## config.mk

```make
export PLATFORM = sky130hd
export DESIGN_NAME = lsu_mem_ctrl
export DESIGN_NICKNAME = d
export VERILOG_FILES = /design/src/rtl/lsu_pkg.sv /design/src/rtl/lsu_load_align.sv /design/src/rtl/lsu_mem_ctrl.sv
export SDC_FILE = /design/constraint.sdc
export NUM_CORES = 1
export LEC_CHECK = 0
export ABC_AREA = 1
export BUFFER_PORTS_ARGS = -buffer_cell sky130_fd_sc_hd__buf_2
export CAP_MARGIN = 5
export CORE_MARGIN = 2
export CORE_UTILIZATION = 53
export CTS_CLUSTER_DIAMETER = 30
export DETAILED_ROUTE_END_ITERATION = 12
export PLACE_DENSITY = 0.9
export SLEW_MARGIN = 0
export SYNTH_ARGS = -nofsm -noshare
export SYNTH_HDL_FRONTEND = slang
export SYNTH_SLANG_ARGS = --single-unit
```

## constraint.sdc

```tcl
create_clock -name i_clk -period 3.8 [get_ports i_clk]
set_input_delay 0.76 -clock i_clk [delete_from_list [all_inputs] [get_ports i_clk]]
set_output_delay 0.76 -clock i_clk [all_outputs]
set_load 0.02 [all_outputs]
```

## src/rtl/lsu_pkg.sv

```systemverilog
// Shared encodings for the load/store unit: access widths, FSM states and the
// default timeout used when LSU_TIMEOUT_EN is defined.
package lsu_pkg;

    localparam logic [1:0] WHB_BYTE = 2'b00;
    localparam logic [1:0] WHB_HALF = 2'b01;
    localparam logic [1:0] WHB_WORD = 2'b10;

    localparam int unsigned DEFAULT_TIMEOUT_CYCLES = 255;

    typedef enum logic [1:0] {
        ST_IDLE,
        ST_REQ,
        ST_WAIT,
        ST_RESP
    } lsu_state_e;

    // whb=11 is never a legal width, so it is reported like a misaligned access.
    function automatic logic is_misaligned(input logic [1:0] whb, input logic [1:0] offs);
        case (whb)
            WHB_BYTE: is_misaligned = 1'b0;
            WHB_HALF: is_misaligned = offs[0];
            WHB_WORD: is_misaligned = |offs;
            default:  is_misaligned = 1'b1;
        endcase
    endfunction

endpackage

```

## src/rtl/lsu_load_align.sv

```systemverilog
// Selects the addressed byte/half of a read word and sign- or zero-extends it.
module lsu_load_align
    import lsu_pkg::*;
(
    input  logic [31:0] i_rdata,
    input  logic [1:0]  i_offs,
    input  logic [1:0]  i_whb,
    input  logic        i_su,
    output logic [31:0] o_data
);

    logic [7:0]  w_byte;
    logic [15:0] w_half;

    always_comb begin
        case (i_offs)
            2'd0:    w_byte = i_rdata[7:0];
            2'd1:    w_byte = i_rdata[15:8];
            2'd2:    w_byte = i_rdata[23:16];
            default: w_byte = i_rdata[31:24];
        endcase
        w_half = i_offs[1] ? i_rdata[31:16] : i_rdata[15:0];
    end

    always_comb begin
        case (i_whb)
            WHB_BYTE: o_data = {{24{i_su & w_byte[7]}}, w_byte};
            WHB_HALF: o_data = {{16{i_su & w_half[15]}}, w_half};
            default:  o_data = i_rdata;
        endcase
    end

endmodule

```

## src/rtl/lsu_mem_ctrl.sv

```systemverilog
// Load/store unit: one request at a time to a word-wide data memory with byte
// enables. Optional REQ/WAIT timeout enabled by defining LSU_TIMEOUT_EN.
module lsu_mem_ctrl
    import lsu_pkg::*;
#(
    parameter int unsigned AW = 32
`ifdef LSU_TIMEOUT_EN
    , parameter int unsigned TIMEOUT_CYCLES = DEFAULT_TIMEOUT_CYCLES
`endif
) (
    input  logic          i_clk,
    input  logic          i_rst,
    input  logic          i_req_valid,
    output logic          o_req_ready,
    input  logic          i_rw,
    input  logic [1:0]    i_whb,
    input  logic          i_su,
    input  logic [AW-1:0] i_addr,
    input  logic [31:0]   i_wdata,
    output logic          o_rsp_valid,
    output logic          o_rsp_err,
    output logic [31:0]   o_rsp_rdata,
    output logic          o_mem_req,
    output logic          o_mem_we,
    output logic [3:0]    o_mem_be,
    output logic [AW-1:0] o_mem_addr,
    output logic [31:0]   o_mem_wdata,
    input  logic          i_mem_gnt,
    input  logic          i_mem_rvalid,
    input  logic [31:0]   i_mem_rdata
);

    lsu_state_e    r_state;
    lsu_state_e    w_state_nxt;

    logic          r_rw;
    logic [1:0]    r_whb;
    logic          r_su;
    logic [AW-1:0] r_addr;
    logic [31:0]   r_wdata;
    logic          r_err;
    logic [31:0]   r_rdata;

    logic          w_accept;
    logic          w_timeout;
    logic          w_timeout_fire;
    logic [3:0]    w_be;
    logic [31:0]   w_wdata;
    logic [31:0]   w_load_data;

    assign w_accept = (r_state == ST_IDLE) && i_req_valid;

`ifdef LSU_TIMEOUT_EN
    localparam int unsigned CW = ($clog2(TIMEOUT_CYCLES + 1) > 8) ? $clog2(TIMEOUT_CYCLES + 1) : 8;
    localparam logic [CW-1:0] LAST_CNT = CW'(TIMEOUT_CYCLES - 1);

    logic [CW-1:0] r_cnt;

    // Counter runs across REQ and WAIT together; it is held at zero in IDLE.
    always_ff @(posedge i_clk) begin
        if (i_rst || r_state == ST_IDLE) begin
            r_cnt <= '0;
        end else if (r_state == ST_REQ || r_state == ST_WAIT) begin
            r_cnt <= r_cnt + CW'(1);
        end
    end

    assign w_timeout = (r_state == ST_REQ || r_state == ST_WAIT) && (r_cnt == LAST_CNT);
`else
    assign w_timeout = 1'b0;
`endif

    assign w_timeout_fire = w_timeout
                          && !((r_state == ST_REQ)  && i_mem_gnt)
                          && !((r_state == ST_WAIT) && i_mem_rvalid);

    always_ff @(posedge i_clk) begin
        if (i_rst) begin
            r_state <= ST_IDLE;
        end else begin
            r_state <= w_state_nxt;
        end
    end

    always_comb begin
        w_state_nxt = r_state;
        case (r_state)
            ST_IDLE: begin
                if (i_req_valid) begin
                    w_state_nxt = is_misaligned(i_whb, i_addr[1:0]) ? ST_RESP : ST_REQ;
                end
            end
            ST_REQ: begin
                if (i_mem_gnt) begin
                    w_state_nxt = r_rw ? ST_WAIT : ST_RESP;
                end else if (w_timeout) begin
                    w_state_nxt = ST_RESP;
                end
            end
            ST_WAIT: begin
                if (i_mem_rvalid || w_timeout) begin
                    w_state_nxt = ST_RESP;
                end
            end
            default: w_state_nxt = ST_IDLE;
        endcase
    end

    always_ff @(posedge i_clk) begin
        if (i_rst) begin
            r_rw    <= 1'b0;
            r_whb   <= '0;
            r_su    <= 1'b0;
            r_addr  <= '0;
            r_wdata <= '0;
            r_err   <= 1'b0;
            r_rdata <= '0;
        end else begin
            if (w_accept) begin
                r_rw    <= i_rw;
                r_whb   <= i_whb;
                r_su    <= i_su;
                r_addr  <= i_addr;
                r_wdata <= i_wdata;
                r_err   <= is_misaligned(i_whb, i_addr[1:0]);
                r_rdata <= '0;
            end
            if (r_state == ST_WAIT && i_mem_rvalid) begin
                r_rdata <= w_load_data;
            end
            if (w_timeout_fire) begin
                r_err <= 1'b1;
            end
        end
    end

    lsu_load_align u_load_align (
        .i_rdata (i_mem_rdata),
        .i_offs  (r_addr[1:0]),
        .i_whb   (r_whb),
        .i_su    (r_su),
        .o_data  (w_load_data)
    );

    always_comb begin
        w_be    = '0;
        w_wdata = r_wdata;
        case (r_whb)
            WHB_BYTE: begin
                w_be    = 4'b0001 << r_addr[1:0];
                w_wdata = {4{r_wdata[7:0]}};
            end
            WHB_HALF: begin
                w_be    = 4'b0011 << {r_addr[1], 1'b0};
                w_wdata = {2{r_wdata[15:0]}};
            end
            WHB_WORD: w_be = 4'b1111;
            default:  ;
        endcase
    end

    always_comb begin
        o_req_ready = 1'b0;
        o_mem_req   = 1'b0;
        o_mem_we    = 1'b0;
        o_mem_be    = '0;
        o_mem_addr  = '0;
        o_mem_wdata = '0;
        o_rsp_valid = 1'b0;
        o_rsp_err   = 1'b0;
        o_rsp_rdata = '0;
        case (r_state)
            ST_IDLE: o_req_ready = 1'b1;
            ST_REQ: begin
                o_mem_req   = 1'b1;
                o_mem_we    = ~r_rw;
                o_mem_be    = w_be;
                o_mem_addr  = {r_addr[AW-1:2], 2'b00};
                o_mem_wdata = w_wdata;
            end
            ST_RESP: begin
                o_rsp_valid = 1'b1;
                o_rsp_err   = r_err;
                o_rsp_rdata = r_rdata;
            end
            default: ;
        endcase
    end

endmodule

```

* Yosys cells after proc, flatten, opt, wreduce, memory -nomap -nowiden
Cells that the tools add are included.
** Cells by class
- Add/subtract/negate cells :: 0
- Multipliers :: 0
- Div/mod/pow operators :: 0
- Magnitude comparators :: 0
- Equal/unequal tests :: 12
- Shift-type cells :: 2
- Multiplexer cells :: 25
- Bitwise logic cells :: 3
- Reductions and logical operators :: 9
** Operator list (count)
- $mux W32 :: 5
- $pmux W32 S2 :: 2
- $pmux W8 S3 :: 1
- $mux W16 :: 1
- $pmux W4 S3 :: 1
- $eq A2 B2 Y1 const B :: 5
- $eq A2 B1 Y1 const B :: 4
- $logic_not A2 Y1 :: 4
- $mux W1 :: 8
- $mux W2 :: 4
- $ne A2 B2 Y1 const B :: 3
- $pmux W2 S3 :: 1
- $mux W4 :: 1
- $shl A1 B2 Y4 const A :: 1
- $shl A2 B2 Y4 const A :: 1
- $pmux W1 S3 :: 1
- $reduce_and A3 Y1 :: 1
- $and A1 B1 Y1 :: 2
- $logic_and A1 B1 Y1 :: 2
- $reduce_bool A2 Y1 :: 1
- $reduce_or A2 Y1 :: 1
- $not A1 Y1 :: 1
** Word-level totals
- Register bits after elaboration :: 103
- Bits in latches :: 0
- RAM bits :: 0
- ROM bits :: 0
- Input bits :: 105
- Word-level logic and storage cells :: 59
- Memories :: 0

* Longest topological paths before layout
Gate-level depths: netlist (run 1).
- Depth after elaboration :: 7
- Mapped depth :: 11
- Gate-level depth less buffers :: 9

* By module
A second synthesis (run 1) with hierarchy kept.
** Unflattened totals
- Cells, all modules :: 877
- Area, all modules :: 5549.1 µm²
** By module, submodules not included
- lsu_mem_ctrl :: times used 1, cells an instance 721, area an instance 4815.9 µm²
- lsu_load_align :: times used 1, cells an instance 156, area an instance 733.2 µm²

* Worst setup path before layout (run 1)
No wires, ideal clock.
- Path kind :: reg2out
- Start point :: register r_state[1]
- End point :: output port o_mem_wdata[23]
- Arrival :: 1.551 ns
- Data required time :: 3.040 ns
- Path slack :: 1.489 ns
- Cell stages (with the launch flop) :: 7
- Cells stage by stage :: dfxtp_1 > inv_1 > ha_1 > buf_2 > clkbuf_1 > o21ai_0 > nor2_1
** Between the ends
- Cells in the longest elaborated chain, start to end :: 2
** Ends and longest elaborated chain
- start: declaration :: line lsu_mem_ctrl.sv:33 : lsu_state_e r_state;
- start signal: assignment :: line lsu_mem_ctrl.sv:81 : r_state <= w_state_nxt;
- $eq A2 B1 Y1 :: line lsu_mem_ctrl.sv:172 : case (r_state)
- $mux W32 :: line lsu_mem_ctrl.sv:172
- end: declaration :: line lsu_mem_ctrl.sv:27 : output logic [31:0] o_mem_wdata,
No other way between the ends.

* Worst setup path in the final report (run 1)
- Start point :: register r_whb[1]
- End point :: output port o_mem_wdata[25]
** Between the ends
- Cells in the longest elaborated chain, start to end :: 3
- Elaborated cells on any way between the ends :: 4
** Ends and longest elaborated chain
- start: declaration :: line lsu_mem_ctrl.sv:37 : logic [1:0] r_whb;
- start signal: assignment :: line lsu_mem_ctrl.sv:121 : r_whb <= i_whb;
- $eq A2 B1 Y1 or $logic_not A2 Y1 (tied branches) :: line lsu_mem_ctrl.sv:148 : case (r_whb)
- $pmux W32 S2 (*) :: line lsu_mem_ctrl.sv:148
- $mux W32 (*) :: line lsu_mem_ctrl.sv:172
Every way passes the cells marked *; elsewhere a longest branch is shown, timed or not.

==> results of run 1 <==
[Yosys cell counts, types with 8 or more instances]
master | count | area, µm²
a21oi_1 | 42 | 210
a21oi_2 | 10 | 87.6
buf_2 | 9 | 45.0
clkbuf_1 | 40 | 150
dfxtp_1 | 103 | 2060
inv_1 | 95 | 357
nand2_1 | 195 | 732
nand2_2 | 12 | 75.1
nand3_1 | 20 | 100
nor2_1 | 215 | 807
o21ai_0 | 86 | 430
o22ai_1 | 8 | 50.1
[cells by family (layout without fill, tap and decap cells)]
group           after synthesis  in the layout  synth area share (%)
other cells                   1              3                0.0695
fa+ha+maj                     4              4                 0.927
buf+inv                     155            333                  11.7
simple gates                451            451                  33.3
flops                       103            103                  38.2
compound gates              158            158                  15.8
[final timing paths]
| check | start | to | depth (start not counted) |
|---|---|---|---|
| hold reg to reg | r_rdata[19] | r_rdata[19] | 2 |
| hold / removal | r_rdata[19] | r_rdata[19] | 2 |
| setup reg to reg | r_whb[1] | r_rdata[16] | 7 |
| setup / recovery | r_whb[1] | o_mem_wdata[25] | 5 |
[final cells by class]
| class | instances | area (µm²) |
|---|---|---|
| multi-input combinational | 615 | 2710 |
| sequential | 103 | 2060 |
| timing repair buffer | 217 | 1110 |
| antenna | 1 | 2.50 |
| tap | 133 | 166 |
| inverter | 100 | 380 |
| clock inverter | 5 | 38.8 |
| clock buffer | 11 | 151 |
| fill | 970 | 3190 |
[registers in the layout, indices dropped and copies added, names as in the netlist]
name,flops
r_rdata,32
r_addr,32
r_rw,1
r_wdata,32
r_err,1
r_state,2
r_su,1
r_whb,2
[stage by stage]
step / std cells / util, % / power, mW / worst slack [ps]
after floorplan: 873 / - / 2.80 / 1490
after global placement: 1168 / 65.5 / 3.24 / 1260
after detailed placement: 1168 / 65.5 / 3.27 / 1200
after CTS: 1184 / 67.5 / 3.93 / 779
after global routing: 1184 / 67.5 / 4.23 / 559
final: 1185 / 67.5 / 3.93 / 751
[metal layers]
layer,wire [µm],GRT usage [%],vias up
met5,0,0,-
met4,484,12.0,0
met3,1390,6.36,39
met2,7340,47.4,268
met1,6460,34.8,2576
li1,-,-,3017
[cells in the final DEF, fill, tap and decap left out, types with 2 or more instances in the layout]
cell	instances
nor2_4	2
o21ai_0	86
nand2_1	194
conb_1	2
inv_1	94
nor2_2	3
inv_2	5
o22ai_1	8
nand2_2	13
nand3_4	2
o21ai_1	7
ha_1	3
inv_6	2
nor3_1	2
nor2_1	215
o21a_1	2
a21oi_1	42
clkinv_4	2
a21oi_2	10
buf_2	207
dfxtp_1	103
nand3_1	20
buf_4	10
clkbuf_8	11
[worst reg2reg max path, cell delays in order (launching register included)]
cell and delay [ps]:
dfxtp_1 640, clkinv_4 410, nand2_2 370, nor2_2 110, nand3_4 160, nand3_4 230, nand2_1 140, a21oi_1 60
[power by group through the flow]
stage / Clock (mW) / Combinational [mW] / Sequential, mW
3_3_place_gp: 0 / 1.73 / 1.50
6_report: 0.672 / 1.77 / 1.50
5_1_grt: 0.730 / 1.98 / 1.53
2_1_floorplan: 0 / 1.35 / 1.44
3_5_place_dp: 0 / 1.75 / 1.51
4_1_cts: 0.678 / 1.76 / 1.49
==> out/qor.txt, run 1 <==
OUTCOME
--------------------------------------------------------------------------------------
Result of the run                                                         complete, no violations

JOB
--------------------------------------------------------------------------------------
Number of maximum-capacitance constraint violations                                  0

DRT
--------------------------------------------------------------------------------------
Residual antenna-violating net count after detailed routing                          0
Detailed-route vias per instance                                                  4.98
DR iter-0 viols                                                                    410
Number of design rule violations left after detail routing                           0
Total Wirelength                                                              15700 µm
Total via count in the routed design                                              5900
Routed wirelength normalized by instance count                                 13.2 µm
Number of optimization iterations in the first detailed-route pass                   5

POWER
--------------------------------------------------------------------------------------
Peak VDD IR                                                                 0.000328 V
Static Leak                                                                    3.83 nW
Part of the total power dissipated in the clock network                          17.1%
Fraction of power consumed by combinational cells                                44.9%
Switching pwr                                                                  1.79 mW
Cell Int Power                                                                 2.14 mW
Share of total power consumed by net switching                                   45.5%
Sequential share of power                                                        38.0%
Power density relative to cell area                                         594 nW/µm²

TIMING
--------------------------------------------------------------------------------------
Crit share post-route                                                            80.2%
RSZ-0062 raised after global routing                                                no
Final-report setup violation count                                                   0
Hold Worst Slack                                                                471 ps
Post-route clock skew                                                          9.19 ps
Accumulated negative setup slack                                                  0 ps
Max-slew violation count                                                             0
Tmin final                                                                     3050 ps
Endpoints failing hold                                                               0
FMAX                                                                           328 MHz
Tightest slew margin relative to the limit                                       52.5%
Pin slew with the least headroom to its limit                                   712 ps

GLOBAL ROUTING
--------------------------------------------------------------------------------------
Number of antenna violations at the first check in global routing                    1
Largest net degree at the start of global routing                                   66
Total global-route track usage                                                   28.3%
Number of global-route vias before repair                                         5560
Grt ovf                                                                              0
Global-route wire length before repair                                        25500 µm

WORST HOLD PATH
--------------------------------------------------------------------------------------
Class of the tightest hold or removal check                                    reg2reg

FLOORPLANNING
--------------------------------------------------------------------------------------
Full die area                                                                11000 µm²
Width of the chip                                                               105 µm
Standard-cell row count                                                             36
Initial standard-cell utilization of the core                                    55.0%
Num ports                                                                          210
Y dimension of the die                                                          105 µm
Std-Cell Core Area                                                            9820 µm²

SETUP PATH
--------------------------------------------------------------------------------------
Worst reg2reg setup slack                                                      1550 ps
Critical Path Fanout Max                                                            42
Crit path buffers/inverters                                                          2
Top delay family on crit path                                               flip-flops
Slowest stage delay, CP                                                         640 ps
Kind of end point of the critical path                                     output port
CP Data Arrival Time                                                           2290 ps
Library cell contributing the largest single delay on the critical path        dfxtp_1
Critical-path cell list                                                   clkinv_4 -> nand2_2 -> o21ai_0 -> nor2_1 -> buf_2
Critical setup path kind                                                       reg2out
Worst setup SP type                                                          flip-flop
Data required time of the worst path                                           3040 ps

CTS
--------------------------------------------------------------------------------------
TritonCTS clock tree                                                              done
Clock net sink count                                                               103
Total CTS buffers                                                                    9
Total of hold buffers inserted after clock tree synthesis                            0
Post-CTS Setup Inserts                                                               0
CTS Buffer Depth                                                                     2
Clock root buffer                                                             clkbuf_8
# resized after CTS                                                                  0
Latest clock arrival within the worst-skew pair                                 370 ps
Worst-path clk slew                                                             100 ps
H-tree depth reported by CTS                                                         3

PLACED DESIGN
--------------------------------------------------------------------------------------
PortBufs                                                                           207
Final RePlAce weighted congestion                                                0.909
Detailed placer's ending HPWL                                                 11500 µm
Post-place instance area                                                      6430 µm²

SYNTHESIS
--------------------------------------------------------------------------------------
Warnings, synthesis                                                                  0
Sequential-to-total area share from yosys stat                                   38.2%
Cells after synthesis                                                              872
Count of flip-flops with a built-in enable after synthesis                           0
Total standard cell area after synthesis                                      5400 µm²
Asr flop ratio synth                                                                0%
Cell variety after synth                                                            29
FF+latch count, synth                                                              103
Most used flip-flop cell after synthesis                                       dfxtp_1
Mapped Avg Cell Area                                                          6.19 µm²

FINISH
--------------------------------------------------------------------------------------
Post-route standard cell area excluding fillers                               6630 µm²
Final nets                                                                        1155
Area overhead of the layout relative to synthesis                                22.7%
Fraction of layout cells with a size suffix above 1                              25.7%

(Power assumes the default switching activity.)
==> inputs of run 2 (changes only) <==
--- a/config.mk
+++ b/config.mk
@@ -9,10 +9,10 @@
 export BUFFER_PORTS_ARGS = -buffer_cell sky130_fd_sc_hd__buf_2
 export CAP_MARGIN = 5
 export CORE_MARGIN = 2
-export CORE_UTILIZATION = 53
+export CORE_UTILIZATION = 49
 export CTS_CLUSTER_DIAMETER = 30
 export DETAILED_ROUTE_END_ITERATION = 12
-export PLACE_DENSITY = 0.9
+export PLACE_DENSITY = 0.84
 export SLEW_MARGIN = 0
 export SYNTH_ARGS = -nofsm -noshare
 export SYNTH_HDL_FRONTEND = slang
==> constraint.sdc (replaced) <==
create_clock -name i_clk -period 3 [get_ports i_clk]
set_input_delay 0.6 -clock i_clk [delete_from_list [all_inputs] [get_ports i_clk]]
set_output_delay 0.6 -clock i_clk [all_outputs]
set_load 0.02 [all_outputs]
==> run 2 against run 1 <==
Against the previous run:
- sequential cell count stayed put
- sequential share of layout area decreased by 0.10 points
- clock power increased by 23%
- sequential power rose by 23%
- largest cell class unchanged
- global-route usage down 2.5 points
- via count down 0.59%
- clock skew grew 2.0 ps
- combinational power is 29% higher
- die area grew 7.8%
==> out/qor.txt, run 2 (synthesized netlist as in run 1, its figures left out) <==
OUTCOME
---------------------------------------------------------------------------------
Result of the run                                                    complete, no violations

JOB
---------------------------------------------------------------------------------
Number of maximum-capacitance constraint violations                             0   unchanged

SETUP PATH
---------------------------------------------------------------------------------
CP Data Arrival Time                                                      2240 ps   -50 ps
Data required time of the worst path                                      2400 ps   -640 ps
Crit. Startpoint                                                         r_whb[0]
Depth of the worst register-to-register path                                    7   unchanged
Worst reg2reg setup slack                                                  930 ps   -620 ps
Critical Path Fanout Max                                                       12   -71%
Reg-to-Reg End                                                        r_wdata[13]
Worst setup SP type                                                     flip-flop
Kind of end point of the critical path                                output port
Reg-to-reg critical path startpoint                                    r_state[0]
Critical setup path kind                                                  reg2out

FINISH
---------------------------------------------------------------------------------
Final core utilization                                                      61.6%   -5.9 points
Leading cell type in the layout, fill and taps excluded                    nor2_1
Diode count                                                                     0   -1
Most frequent cells in the layout                                    nor2_1, buf_2, nand2_1
Area overhead of the layout relative to synthesis                           23.1%
Area taken by flip-flops and latches                                     2060 µm²   unchanged
Post-route standard cell area excluding fillers                          6650 µm²   +0.32%
Fraction of layout cells with a size suffix above 1                         25.7%   +0.046 points
Non-filler instance count after layout                                       1193   +0.68%
Layout fillers                                                               1056   +8.9%
Final nets                                                                   1157   +0.17%
Leading registers by flop count                                      r_addr: 32 flops, r_rdata: 32 flops, r_wdata: 32 flops
Area of the multi-input gates                                            2710 µm²   unchanged

WORST HOLD PATH
---------------------------------------------------------------------------------
Class of the tightest hold or removal check                                in2reg
Critical hold path startpoint                                         i_wdata[18]
Hold Crit Endpoint                                                    r_wdata[18]
Hold Path Cell Cnt                                                              3   +1

GLOBAL ROUTING
---------------------------------------------------------------------------------
Largest net degree at the start of global routing                              54   -18%
Number of global-route vias before repair                                    5333   -4.1%
Total global-route track usage                                              25.8%   -2.5 points
Number of antenna violations at the first check in global routing               1   unchanged
Global-route wire length before repair                                   24400 µm   -4.5%
Grt ovf                                                                         0   unchanged

FLOORPLANNING
---------------------------------------------------------------------------------
Initial standard-cell utilization of the core                               50.0%   -5.0 points
Standard-cell row count                                                        38   +5.6%
Std-Cell Core Area                                                      10800 µm²   +9.9%
Width of the chip                                                          109 µm   +3.8%
Full die area                                                           11900 µm²   +7.8%
Y dimension of the die                                                     109 µm   +3.8%
Num ports                                                                     210   unchanged

CTS
---------------------------------------------------------------------------------
TritonCTS clock tree                                                         done
CTS Buffer Depth                                                                2   unchanged
Latest clock arrival within the worst-skew pair                            360 ps   about the same
Clock root buffer                                                        clkbuf_8
Post-CTS Setup Inserts                                                          0   unchanged
Clock net sink count                                                          103   unchanged
# resized after CTS                                                             0   unchanged
Total of hold buffers inserted after clock tree synthesis                       0   unchanged
Worst-path clk slew                                                        100 ps   about the same
Total CTS buffers                                                               9   unchanged
H-tree depth reported by CTS                                                    3   unchanged

TIMING
---------------------------------------------------------------------------------
RSZ-0062 raised after global routing                                           no
Pin slew with the least headroom to its limit                              770 ps   +57.5 ps
FMAX                                                                      351 MHz
Post-route clock skew                                                     11.2 ps   +2.05 ps
Endpoints failing hold                                                          0   unchanged
Tightest slew margin relative to the limit                                  48.5%   -4.0 points
Final-report setup violation count                                              0   unchanged
Crit share post-route                                                       94.8%
Max-slew violation count                                                        0   unchanged
Tmin final                                                                2840 ps
Accumulated negative setup slack                                             0 ps   unchanged
Worst Slack Setup Final                                                    155 ps   -596 ps
Hold Worst Slack                                                           466 ps   -4.64 ps

DRT
---------------------------------------------------------------------------------
Number of optimization iterations in the first detailed-route pass              5   unchanged
Detailed-route vias per instance                                             4.92   -1.3%
Number of design rule violations left after detail routing                      0   unchanged
Total Wirelength                                                         15500 µm   -1.0%
Routed wirelength normalized by instance count                            13.0 µm   -1.7%
Residual antenna-violating net count after detailed routing                     0   unchanged
Total via count in the routed design                                         5865   -0.59%
DR iter-0 viols                                                               406   -0.98%

POWER
---------------------------------------------------------------------------------
PnR Total Power                                                           4.96 mW   +26%
Power density relative to cell area                                    747 nW/µm²   +26%
Peak VDD IR                                                            0.000450 V   +37%
Static Leak                                                               3.83 nW   +0.18%

PLACED DESIGN
---------------------------------------------------------------------------------
Detailed placer's ending HPWL                                            11300 µm   -1.6%
Final RePlAce weighted congestion                                           0.923   +1.6%
Post-place instance area                                                 6470 µm²   +0.56%
PortBufs                                                                      207   unchanged
Worst setup timing slack at the placement stage                            585 ps   -613 ps
Dpl cells                                                                    1177   +0.77%

-- run 2: worst max path at each step --
stage	end	slack, ps	cells after the start
2_1_floorplan	o_mem_wdata[23]	850	6
3_3_place_gp	o_mem_be[3]	600	7
3_5_place_dp	o_mem_be[2]	580	7
4_1_cts	o_mem_be[2]	150	7
5_1_grt	o_mem_be[2]	20	7
6_report	o_mem_be[2]	160	7
-- run 2: power by group --
part           switching, mW  total [mW]  internal (mW)
combinational           1.58        2.29          0.710
sequential             0.188        1.85           1.66
clock                  0.510       0.825          0.315
-- run 2: metal layers --
layer / global-route usage [%] / wire [µm] / part of all wire (%)
met1: 30.1 / 6460 / 42
met2: 45.6 / 7340 / 47
met3: 7.41 / 1410 / 9.1
met4: 7.60 / 297 / 1.9
met5: 0 / 11 / 0.071
-- run 2: area by class of cell --
class	instances	area share [%]
Multi-Input combinational cell	615	40.8
Sequential cell	103	31.0
Timing Repair Buffer	219	17.1
Inverter	100	5.72
Tap cell	140	2.64
Clock buffer	10	1.92
Clock inverter	6	0.753
-- run 2: critical path, cell delays in order (launching register included) --
cell	delay (ps)
dfxtp_1	400
inv_2	90
nor2_1	590
inv_2	250
o21ai_1	220
a31oi_1	60
nor2_1	100
buf_2	170
==> inputs of run 3 (changes only) <==
--- a/config.mk
+++ b/config.mk
@@ -12,6 +12,8 @@
 export CORE_UTILIZATION = 49
 export CTS_CLUSTER_DIAMETER = 30
 export DETAILED_ROUTE_END_ITERATION = 12
+export GPL_TIMING_DRIVEN = 0
+export MAX_ROUTING_LAYER = met4
 export PLACE_DENSITY = 0.84
 export SLEW_MARGIN = 0
 export SYNTH_ARGS = -nofsm -noshare
==> run 3 against run 2 <==
Against the previous run:
- first-iteration DRC count shrank 10%
- clock skew rose by 4.9 ps
- via count up 4.4%
- utilization is 1.7 points higher
- register-to-register slack improved by 60 ps
- total power grew 5.3%
- non-clock buffer count increased by 42
- sequential share of layout area decreased by 0.82 points
==> out/qor.txt, run 3 (synthesized netlist as in run 1, its figures left out) <==
OUTCOME
--------------------------------------------------------------------------------------
Result of the run                                                         complete, no violations

TIMING
--------------------------------------------------------------------------------------
RSZ-0062 raised after global routing                                                no
Tightest slew margin relative to the limit                                       53.3%   +4.8 points
Max-slew violation count                                                             0   unchanged
Crit share post-route                                                            88.9%   -5.9 points
Final-report setup violation count                                                   0   unchanged
Pin slew with the least headroom to its limit                                   701 ps   -68.6 ps
Worst Slack Setup Final                                                         332 ps   +177 ps
FMAX                                                                           375 MHz   +6.6%
Post-route clock skew                                                          16.2 ps   +4.91 ps
Accumulated negative setup slack                                                  0 ps   unchanged
Tmin final                                                                     2670 ps   -177 ps
Endpoints failing hold                                                               0   unchanged

CTS
--------------------------------------------------------------------------------------
Latest clock arrival within the worst-skew pair                                 380 ps   +20 ps
Total of hold buffers inserted after clock tree synthesis                            0   unchanged
# resized after CTS                                                                  0   unchanged
Post-CTS Setup Inserts                                                               0   unchanged
Worst-path clk slew                                                             120 ps   +20 ps
CTS Buffer Depth                                                                     2   unchanged
Total CTS buffers                                                                    9   unchanged
Clock root buffer                                                             clkbuf_8
Clock net sink count                                                               103   unchanged
TritonCTS clock tree                                                              done
H-tree depth reported by CTS                                                         3   unchanged

DRT
--------------------------------------------------------------------------------------
Total via count in the routed design                                              6125   +4.4%
DR iter-0 viols                                                                    364   -10%
Number of design rule violations left after detail routing                           0   unchanged
Total Wirelength                                                              16400 µm   +5.7%
Detailed-route vias per instance                                                  4.96   +0.88%
Routed wirelength normalized by instance count                                 13.3 µm   +2.1%
Residual antenna-violating net count after detailed routing                          0   unchanged
Number of optimization iterations in the first detailed-route pass                   5   unchanged

GLOBAL ROUTING
--------------------------------------------------------------------------------------
Number of global-route vias before repair                                         5516   +3.4%
Total global-route track usage                                                   28.2%   +2.4 points
Grt ovf                                                                              0   unchanged
Number of antenna violations at the first check in global routing                    0   -1
Global-route wire length before repair                                        25600 µm   +4.9%
Largest net degree at the start of global routing                                   21   -61%

PLACED DESIGN
--------------------------------------------------------------------------------------
Dpl cells                                                                         1219   +3.6%
Detailed placer's ending HPWL                                                 12800 µm   +13%
Worst setup timing slack at the placement stage                                 750 ps   +165 ps
Final RePlAce weighted congestion                                                0.973   +5.4%
PortBufs                                                                           206   -0.48%

POWER
--------------------------------------------------------------------------------------
Peak VDD IR                                                                 0.000518 V   +15%
Sequential share of power                                                        35.5%   -1.8 points
Part of the total power dissipated in the clock network                          18.4%   +1.8 points
Power density relative to cell area                                         765 nW/µm²   +2.5%
Fraction of power consumed by combinational cells                                46.1%   about the same
Share of total power consumed by net switching                                   45.8%   -0.067 points
Static Leak                                                                    3.91 nW   +1.9%
Switching pwr                                                                  2.39 mW   +5.1%
Cell Int Power                                                                 2.83 mW   +5.4%
PnR Total Power                                                                5.22 mW   +5.3%

FLOORPLANNING
--------------------------------------------------------------------------------------
Num ports                                                                          210   unchanged
Full die area                                                                11900 µm²   unchanged
Std-Cell Core Area                                                           10800 µm²   unchanged
Y dimension of the die                                                          109 µm   unchanged
Width of the chip                                                               109 µm   unchanged
Standard-cell row count                                                             38   unchanged
Initial standard-cell utilization of the core                                    50.0%   unchanged

FINISH
--------------------------------------------------------------------------------------
Area overhead of the layout relative to synthesis                                26.5%
Final nets                                                                        1199   +3.6%
Diode count                                                                          0   unchanged
Area of the multi-input gates                                                 2710 µm²   -0.18%
Area taken by flip-flops and latches                                          2060 µm²   unchanged
Layout fillers                                                                    1043   -1.2%
Most frequent cells in the layout                                         buf_2, nor2_1, nand2_1
Non-filler instance count after layout                                            1235   +3.5%
Leading registers by flop count                                           r_addr: 32 flops, r_rdata: 32 flops, r_wdata: 32 flops
Fraction of layout cells with a size suffix above 1                              24.7%   -1.1 points

WORST HOLD PATH
--------------------------------------------------------------------------------------
Hold Path Cell Cnt                                                                   3   unchanged
Class of the tightest hold or removal check                                     in2reg

SETUP PATH
--------------------------------------------------------------------------------------
CP Data Arrival Time                                                           2070 ps   -170 ps
Levels on crit path                                                                  7   unchanged
Kind of end point of the critical path                                     output port
Top delay family on crit path                                             buffers and inverters
Crit path buffers/inverters                                                          4   +1
Depth of the worst register-to-register path                                         9   +2
Critical setup path kind                                                       reg2out
Critical Path Fanout Max                                                            10   -2
Worst setup SP type                                                          flip-flop
Slowest stage delay, CP                                                         360 ps   -230 ps
Critical-path cell list                                                   inv_1 -> ha_1 -> buf_2 -> clkbuf_1 -> o21ai_0 -> nor2_1 -> buf_2
Data required time of the worst path                                           2400 ps   about the same
CP most frequent cell                                                            buf_2
Library cell contributing the largest single delay on the critical path        dfxtp_1

JOB
--------------------------------------------------------------------------------------
Number of maximum-capacitance constraint violations                                  0   unchanged

==> run 3: cell types whose count changed in the layout (fill, tap and decap cells not counted), moves of 2 or more <==
cell      previous run  this run
clkbuf_1             1        40
buf_2              207       215
buf_4               11         2
buf_6                0         2
==> run 3: power by group through the flow <==
stage                     clock network (mW)  logic [mW]  registers [mW]
final                                  0.960        2.41            1.86
after global routing                    1.01        2.68            1.89
after CTS                              0.969        2.40            1.85
after detailed placement                   0        2.39            1.88
after global placement                     0        2.35            1.87
after floorplan                            0        1.71            1.83
==> run 3: final timing paths <==
check              startpoint              end  slack, ps
setup reg to reg   r_state[0]      r_rdata[27]        990
hold reg to reg   r_rdata[13]      r_rdata[13]        470
hold / removal    i_wdata[25]      r_wdata[25]        450
setup / recovery   r_state[1]  o_mem_wdata[30]        330
==> run 3: worst min-delay path, cell delays in order <==
cell and delay, ps:
buf_2 70, o21ai_0 70, nor2_1 70
==> run 3: layout make-up <==
| type | count | share of cell area [%] |
|---|---|---|
| Multi-Input combinational cell | 615 | 39.7 |
| Sequential cell | 103 | 30.2 |
| Timing Repair Buffer | 206 | 15.1 |
| Inverter | 100 | 5.57 |
| Buffer | 55 | 3.68 |
| Tap cell | 140 | 2.57 |
| Clock buffer | 9 | 1.81 |
| Clock inverter | 7 | 1.39 |
==> run 3: stage by stage <==
stage,area (µm²),hold slack [ps],util (%)
after floorplan,5400,444,-
after global placement,6610,453,61.2
after detailed placement,6610,455,61.2
after CTS,6830,451,63.3
after global routing,6830,464,63.3
final,6830,453,63.3
==> run 3: per-layer routing <==
| metal | GRT usage [%] | wire length [µm] |
|---|---|---|
| met3 | 4.72 | 1180 |
| met2 | 47.6 | 7690 |
| met5 | - | 0 |
| met1 | 33.3 | 6980 |
| met4 | 11.4 | 558 |
